<file path="src/rtl/imem_pkg.sv">
// Shared widths and the response record for the instruction-memory responder.
// The record carries one fetched instruction together with the PC it was read from.
package imem_pkg;

    localparam int IMEM_AW     = 9;
    localparam int IMEM_DW     = 32;
    localparam int IMEM_DEPTH  = 4;
    localparam int IMEM_RD_LAT = 1;

    typedef struct packed {
        logic [IMEM_DW-1:0] instr;
        logic [IMEM_AW-1:0] pc;
    } imem_rsp_t;

    // Occupancy must represent 0..depth inclusive.
    function automatic int occ_width(input int depth);
        return $clog2(depth + 1);
    endfunction

endpackage

</file>
<file path="src/rtl/imem_rsp_fifo.sv">
// Response queue of imem_rsp_t entries with a combinational head read.
// The head must be visible in the cycle after a write, so the storage is read asynchronously.
module imem_rsp_fifo
    import imem_pkg::*;
#(
    parameter int DEPTH = IMEM_DEPTH
) (
    input  logic      clk,
    input  logic      rst,
    input  logic      push,
    input  imem_rsp_t wr_data,
    input  logic      pop,
    input  logic      clear,
    output imem_rsp_t rd_data,
    output logic      empty,
    output logic      full
);

    localparam int PW = $clog2(DEPTH);
    localparam int CW = occ_width(DEPTH);

    imem_rsp_t        mem [DEPTH];
    logic [PW-1:0]    wr_ptr_reg;
    logic [PW-1:0]    rd_ptr_reg;
    logic [CW-1:0]    count_reg;
    logic [CW-1:0]    count_next;

    always_ff @(posedge clk) begin
        if (push) begin
            mem[wr_ptr_reg] <= wr_data;
        end
    end

    always_comb begin
        count_next = count_reg;
        case ({push, pop})
            2'b10:   count_next = count_reg + 1'b1;
            2'b01:   count_next = count_reg - 1'b1;
            default: count_next = count_reg;
        endcase
    end

    // Pointers wrap naturally because DEPTH is a power of two.
    always_ff @(posedge clk) begin
        if (!rst || clear) begin
            wr_ptr_reg <= '0;
            rd_ptr_reg <= '0;
            count_reg  <= '0;
        end else begin
            if (push) begin
                wr_ptr_reg <= wr_ptr_reg + 1'b1;
            end
            if (pop) begin
                rd_ptr_reg <= rd_ptr_reg + 1'b1;
            end
            count_reg <= count_next;
        end
    end

    assign rd_data = mem[rd_ptr_reg];
    assign empty   = (count_reg == '0);
    assign full    = (count_reg == CW'(DEPTH));

    always_ff @(posedge clk) begin
        if (rst && !clear) begin
            assert (!(pop && empty));
        end
    end

endmodule

</file>
<file path="src/rtl/imem_responder.sv">
// Fetch-side responder: issues BRAM reads for accepted PCs and returns {instr, pc} in order.
// Optional statistics counters are enabled by defining IMEM_STATS_EN.
module imem_responder
    import imem_pkg::*;
#(
    parameter int AW     = IMEM_AW,
    parameter int DW     = IMEM_DW,
    parameter int DEPTH  = IMEM_DEPTH,
    parameter int RD_LAT = IMEM_RD_LAT
) (
    input  logic          clk,
    input  logic          rst,
    input  logic          req_valid,
    output logic          req_ready,
    input  logic [AW-1:0] req_pc,
    input  logic          flush,
    output logic          mem_en,
    output logic [AW-1:0] mem_addr,
    input  logic [DW-1:0] mem_rdata,
    output logic          rsp_valid,
    input  logic          rsp_ready,
    output logic [DW-1:0] rsp_instr,
    output logic [AW-1:0] rsp_pc
`ifdef IMEM_STATS_EN
    ,
    output logic [31:0]   stat_req_cnt,
    output logic [31:0]   stat_stall_cnt
`endif
);

    localparam int OW = occ_width(DEPTH);

    logic [OW-1:0] occ_reg;
    logic [OW-1:0] occ_next;
    logic          accept;
    logic          pop;
    logic          fifo_empty;
    logic          fifo_full;
    logic          exit_vld;
    logic [AW-1:0] exit_pc;
    imem_rsp_t     fifo_wr;
    imem_rsp_t     fifo_rd;

    // occ counts reads in flight plus queued entries, so an accept is only
    // granted when a queue slot is guaranteed for its returning data.
    assign req_ready = rst && !flush && (occ_reg < OW'(DEPTH));
    assign accept    = req_valid && req_ready;
    assign mem_en    = accept;
    assign mem_addr  = req_pc;

    assign rsp_valid = rst && !fifo_empty && !flush;
    assign pop       = rsp_valid && rsp_ready;

    always_comb begin
        occ_next = occ_reg;
        case ({accept, pop})
            2'b10:   occ_next = occ_reg + 1'b1;
            2'b01:   occ_next = occ_reg - 1'b1;
            default: occ_next = occ_reg;
        endcase
    end

    always_ff @(posedge clk) begin
        if (!rst || flush) begin
            occ_reg <= '0;
        end else begin
            occ_reg <= occ_next;
        end
    end

    // PC delay line aligned with the BRAM read latency.
    genvar gi;
    generate
        for (gi = 0; gi < RD_LAT; gi++) begin : g_dly
            logic          vld_reg;
            logic [AW-1:0] pc_reg;
            if (gi == 0) begin : g_head
                always_ff @(posedge clk) begin
                    if (!rst || flush) begin
                        vld_reg <= 1'b0;
                    end else begin
                        vld_reg <= accept;
                    end
                    pc_reg <= req_pc;
                end
            end else begin : g_tail
                always_ff @(posedge clk) begin
                    if (!rst || flush) begin
                        vld_reg <= 1'b0;
                    end else begin
                        vld_reg <= g_dly[gi-1].vld_reg;
                    end
                    pc_reg <= g_dly[gi-1].pc_reg;
                end
            end
        end
    endgenerate

    assign exit_vld = g_dly[RD_LAT-1].vld_reg;
    assign exit_pc  = g_dly[RD_LAT-1].pc_reg;

    assign fifo_wr.instr = mem_rdata;
    assign fifo_wr.pc    = exit_pc;

    imem_rsp_fifo #(
        .DEPTH (DEPTH)
    ) u_fifo (
        .clk     (clk),
        .rst     (rst),
        .push    (exit_vld),
        .wr_data (fifo_wr),
        .pop     (pop),
        .clear   (flush),
        .rd_data (fifo_rd),
        .empty   (fifo_empty),
        .full    (fifo_full)
    );

    assign rsp_instr = fifo_rd.instr;
    assign rsp_pc    = fifo_rd.pc;

    // Returning data landing on a full queue means the credit accounting is broken.
    always_ff @(posedge clk) begin
        if (rst && !flush) begin
            assert (!(exit_vld && fifo_full && !pop));
        end
    end

`ifdef IMEM_STATS_EN
    logic [31:0] stat_req_cnt_reg;
    logic [31:0] stat_stall_cnt_reg;

    // Saturating counters; a flush deliberately leaves them untouched.
    always_ff @(posedge clk) begin
        if (!rst) begin
            stat_req_cnt_reg   <= '0;
            stat_stall_cnt_reg <= '0;
        end else begin
            if (accept && (stat_req_cnt_reg != 32'hFFFF_FFFF)) begin
                stat_req_cnt_reg <= stat_req_cnt_reg + 32'd1;
            end
            if (rsp_valid && !rsp_ready && (stat_stall_cnt_reg != 32'hFFFF_FFFF)) begin
                stat_stall_cnt_reg <= stat_stall_cnt_reg + 32'd1;
            end
        end
    end

    assign stat_req_cnt   = stat_req_cnt_reg;
    assign stat_stall_cnt = stat_stall_cnt_reg;
`else
    // Statistics counters are not built in this configuration.
`endif

endmodule

</file>
<file path="config.mk">
export PLATFORM = sky130hd
export DESIGN_NAME = imem_responder
export DESIGN_NICKNAME = d
export VERILOG_FILES = /design/src/rtl/imem_pkg.sv /design/src/rtl/imem_rsp_fifo.sv /design/src/rtl/imem_responder.sv
export SDC_FILE = /design/constraint.sdc
export NUM_CORES = 1
export LEC_CHECK = 0
export BUFFER_PORTS_ARGS = -buffer_cell sky130_fd_sc_hd__clkbuf_2
export CELL_PAD_IN_SITES_DETAIL_PLACEMENT = 0
export CELL_PAD_IN_SITES_GLOBAL_PLACEMENT = 1
export CORE_ASPECT_RATIO = 1.2
export CORE_MARGIN = 2
export CORE_UTILIZATION = 50
export DETAILED_ROUTE_END_ITERATION = 12
export PLACE_DENSITY = 0.82
export SYNTH_ARGS = -nofsm -noshare
export SYNTH_HDL_FRONTEND = slang
export SYNTH_SLANG_ARGS = --single-unit
</file>
<file path="constraint.sdc">
create_clock -name clk -period 4.25 [get_ports clk]
set_clock_uncertainty 0.15 [all_clocks]
set_input_delay 0.2125 -clock clk [delete_from_list [all_inputs] [get_ports clk]]
set_output_delay 0.2125 -clock clk [all_outputs]
set_load 0.1 [all_outputs]
</file>
# Yosys cells after proc, flatten, opt, wreduce, memory -nomap -nowiden
# Memory sizes are Yosys's and may differ from the RTL's. A register that Yosys moved wholly into a read port is not among the register bits.
# Cells that the tools add are included.
# word_totals
ramBits	164
wordCells	37
out_inout_bits	53
mem_count	1
ff_bits	20
inputBits	46
# classes
n_reduce_logical	13
mux	6
eq_ne	4
add_sub_neg	6
magnitude_cmp	1
# mem_list
name	words	width	rd	rd_ports_with_merged_regs	wr	line	text
u_fifo.mem	4	41	1	1	1	imem_rsp_fifo.sv:22	imem_rsp_t mem [DEPTH];
# ops
cell	count
one-hot mux 3 bit (2 select lines)	2
adder 3 x 1 -> 3 bit, second input constant	2
logical AND 1 bit	6
subtractor 3 x 1 -> 3 bit, second input constant	2
adder 2 x 1 -> 2 bit, second input constant	2
== test 2 x 1 -> 1 bit, second input constant	2
== test 2 bit, second input constant	2
2-to-1 mux 2 bit	2
nonzero test 2 bit	2
logical NOT 1 bit	3
logical NOT 3 bit	1
less-than comparator 3 bit, second input constant	1
2-to-1 mux 1 bit	2
logical OR 1 bit	1

# Depth between registers and ports, before layout
# depth
ltp_word	7
ltp_mapped	9
depth_no_buf	9

# Hierarchy
# Synthesis repeated with hierarchy kept, for this count alone.
# unflattened
cells_unflattened	306
area_unflattened_um2	6866.6
# modules_own_cells
module	cells_per_inst	n_inst	area_each_um2	seq_area_each_um2
imem_rsp_fifo	263	1	6407.4	5104.9
imem_responder	43	1	459.2	260.2

# Worst setup path before layout
# OpenSTA, ideal clock, no wires.
# synth_path
kind	input port to flip-flop
from	in flush
to	reg occ_reg[2]
setup_ns	0.070
n_path_buf	0
arrival_time_ns	2.850
cell_stages	9
required_time_ns	4.030
path_slack_ns	1.180
path_cell_list	nand2b_1 nor2_1 nand2_1 ha_1 inv_1 fa_1 xor2_1 or3_1 a21oi_1
# synth_between
elab_chain_len	6
word_cells_on_any_way	11
classes_between	eq/ne (2); mux (1); reduce/logical (8)
# synth_lines
item	line	text
start, declared	imem_responder.sv:16	input logic flush,
logical NOT 1 bit *	-	
logical AND 1 bit *	-	
logical AND 1 bit *	imem_responder.sv:46	assign req_ready = rst && !flush && (occ_reg < OW'(DEPTH));
via req_ready	imem_responder.sv:14	output logic req_ready,
logical AND 1 bit *	imem_responder.sv:47	assign accept = req_valid && req_ready;
== test 2 x 1 -> 1 bit / == test 2 bit (equally long branches)	imem_responder.sv:56	case ({accept, pop})
one-hot mux 3 bit (2 select lines) / nonzero test 2 bit (equally long branches)	-	
end signal, assigned	imem_responder.sv:67	occ_reg <= occ_next;
end, declared	imem_responder.sv:33	logic [OW-1:0] occ_reg;
# The timed path passes the listed nets; every way through them passes the cells marked *.
# A chain may end at the register's enable or synchronous reset.

==> summary.txt <==
Yosys
  – Post-Synth Adder-Cell Area: 0.01677
  – Yosys warns: 0
  – Synth area leaders: edfxtp_1 72%, mux4_2 13%, dfxtp_1 6.4%
  – Post-synthesis sequential area ratio: 0.7818
  – Area leader, netlist: edfxtp_1
  – Post-synthesis compound-gate area fraction: 0.006746
  – Synth Area in Simple Gates: 0.01714
  – Syn nets: 359
  – Synth top area share: 0.7176
  – Multiplexer area fraction after synthesis: 0.1366
  – Synth Area per Inst: 22.50 um2
  – Post-synthesis register bit count: 186
  – Cells after Synth: 305
  – Mapped Area: 6863 um2
  – Synth cell types: 26
  – Xor and xnor area share after synthesis: 0.008933
  – Largest family of logic cells by synthesized area: multiplexers

GRT
  – First-pass GRT wire length: around 18000 um
  – Met2 Use GR: 0.2883
  – Vias in the first global route: 3499
  – Initial antenna violation count: 0
  – GR Layer Usage met1: 0.2036
  – Met3 usage: 0.04000
  – Pin count of the biggest net entering global routing: 42
  – Total Routing Usage GR: 0.1659
  – Global route overflow: 0
  – Busiest grt layer: met2

Floorplan
  – Core Rows: 46
  – Die height: approximately 130 um
  – Core area: roughly 13000 um2
  – Die ar.: between 10000 and 15000 um2
  – I/O Pins: 99
  – Die Span X: around 110 um
  – Starting Density: 0.5162

Pwr
  – Switching share of power: 0.2202
  – Clk pwr share: 0.401
  – Net switching power: roughly 0.83 mW
  – Peak VDD IR: 0.2689 mV
  – Pwr per Cell Area: 449.6 nW/um2
  – Logic pwr share: 0.065
  – Flop pwr share: 0.534
  – Lkg Pwr: between 2 and 3 nW
  – Pint: 2.945 mW

Place
  – Detailed placer's ending HPWL: around 6600 um
  – IO Port Bufs: 98
  – Placed Area: between 7000 and 8000 um2
  – Pre-CTS setup slack: 1.808 ns
  – Routability cong.: just under 0.7

Setup path
  – Crit path cell chain: mux4_2, clkbuf_2
  – CP peak stage delay: ~1.1 ns
  – CP required: 3.89 ns
  – Crit end category: output port
  – CP bufs+invs: 1
  – Max FO, Critical Path: just over 40
  – Critical Path AT: ~2.4 ns
  – CP max-delay cell: dfxtp_2
  – Crit start category: register
  – Critical path class: register to output port
  – Top delay family on crit path: flip-flops
  – Worst reg2reg setup slack: around 2 ns

Layout
  – Most flop-heavy register: u_fifo.mem
  – Diode count: 0
  – Final nets: 500
  – Filler cells: 914
  – Share of cells above drive strength 1: 0.3834
  – P&R area growth vs syn: 22.39%
  – Max reg flops: approximately 160
  – Fin area: 8399 um2

STA
  – Worst slew pin tran: ~1.1 ns
  – Tmin final: 2.771 ns
  – Final Hold Violating Endpoints: 0
  – FMAX: between 300 and 400 MHz
  – RSZ-0062 raised after global routing: false
  – Period utilisation layout: 0.6519
  – Headroom to the max-slew limit: 0.2409
  – Max-slew violations: 0
  – Fin worst setup slack: ~1.5 ns
  – Setup_tns: 0 ns
  – Final setup viols: 0

Route
  – Drt first pass iters: 4
  – Final ANT Viol Nets: 0
  – Post-DR wirelength/cell: 18.32 um
  – Via count: around 3300
  – Vias per cell: 5.258
  – Total Wirelength: 11480 um
  – DR iter-0 viols: 167
  – DRC: 0

Clock tree
  – Num CTS Buffers: 17
  – CTS root buffer: clkbuf_16
  – Clock Pin Slew Worst Setup and Hold Paths: 0.07 ns
  – Maximum root-to-sink buffer count: 2
  – CTS tree: yes
  – Worst-Skew Late Latency: 0.41 ns
  – Clock sink total: around 190
  – Post-CTS Setup Repair Bufs: 0
  – Htree depth: 4

Run status
  – Status: finished, final reports clean

Hold path
  – Min-delay worst type: input port to register

Run
  – Max Cap Viol: 0
==> tightest hold or removal path: cells and delay by family <==
family          cells  cell delay [ns]
xor+xnor            1             0.09
compound gates      1             0.10
buf+inv             1             0.09
simple gates        1             0.08
==> Yosys cell counts (all sizes together) <==
master	number
inv	9
o21ai	2
mux4	41
xnor2	1
o31ai	1
clkbuf	1
edfxtp	164
o311ai	1
mux2i	1
or3	2
buf	19
xor2	6
nor3	1
nand2	1
and2	6
nand2b	1
fa	2
a21oi	4
dfxtp	22
ha	6
nor2	14
==> area by class of cell <==
type / count / area, um2 / share of cell area
multi-input cells: 90 / 1282 / 0.1527
clock buffers: 19 / 432.9 / 0.05154
flip-flops and latches: 186 / 5370 / 0.6394
clock inverters: 13 / 143.9 / 0.01713
well taps: 168 / 210.2 / 0.02503
repair buffers: 142 / 925.9 / 0.1102
inverters: 9 / 33.78 / 0.004022
==> cell usage in the layout (no fill, tap or decap), drive strengths merged, types with 4 or more instances in the layout <==
cell	netlist	layout
clkbuf	1	117
inv	9	11
edfxtp	164	164
dlygate4sd3	0	42
a21oi	4	4
mux4	41	41
xor2	6	6
clkinv	0	8
nor2	14	14
dfxtp	22	22
and2	6	6
ha	6	6
==> repair_timing <==
item                                   in CTS  in global routing
hold buffers                               42                  0
resized for setup                           0                  0
endpoints found under the hold margin     138                  0
==> cells by family after synthesis <==
| logic type | Yosys count |
|---|---|
| AO/OA/AOI/OAI | 8 |
| XOR/XNOR | 7 |
| adder cells (fa/ha/maj) | 8 |
| buffers and inverters | 29 |
| flip-flops | 186 |
| multiplexers | 42 |
| AND/OR/NAND/NOR | 25 |
==> power groups by stage <==
stage	clock (mW)	combinational [mW]	sequential (mW)
CTS	1.55	0.249	2.02
floorplan	0	0.169	2.05
global route	1.63	0.258	2.02
global placement	0	0.214	2.05
detailed placement	0	0.217	2.06
finish	1.51	0.247	2.02
==> metrics by stage <==
step	total power [mW]	utilization	instances	hold WS, ns
after floorplan	2.222	-	305	0.09022
final	3.776	0.6318	627	0.04671
after detailed placement	2.273	0.5567	553	0.1853
after CTS	3.812	0.6318	627	0.03784
after global routing	3.903	0.6318	627	0.08331
after global placement	2.268	0.5567	553	0.1869
==> routing by layer <==
layer,part of all wire,wire [um],vias to the layer above
met5,0,0,-
li1,-,-,1508
met3,0.042,481,10
met1,0.40,4615,1699
met2,0.54,6252,80
met4,0.012,135,0
==> final timing paths <==
path	endpoint	startpoint	cells after the start
worst min-delay path	u_fifo.rd_ptr_reg[0]	rsp_ready	4
worst min register to register	u_fifo.mem[3][4]	exit_pc[4]	0
worst max-delay path	rsp_instr[9]	register	2
worst max register to register	u_fifo.count_reg[2]	u_fifo.count_reg[0]	8
No activity file was read; power rests on OpenSTA's default activity.
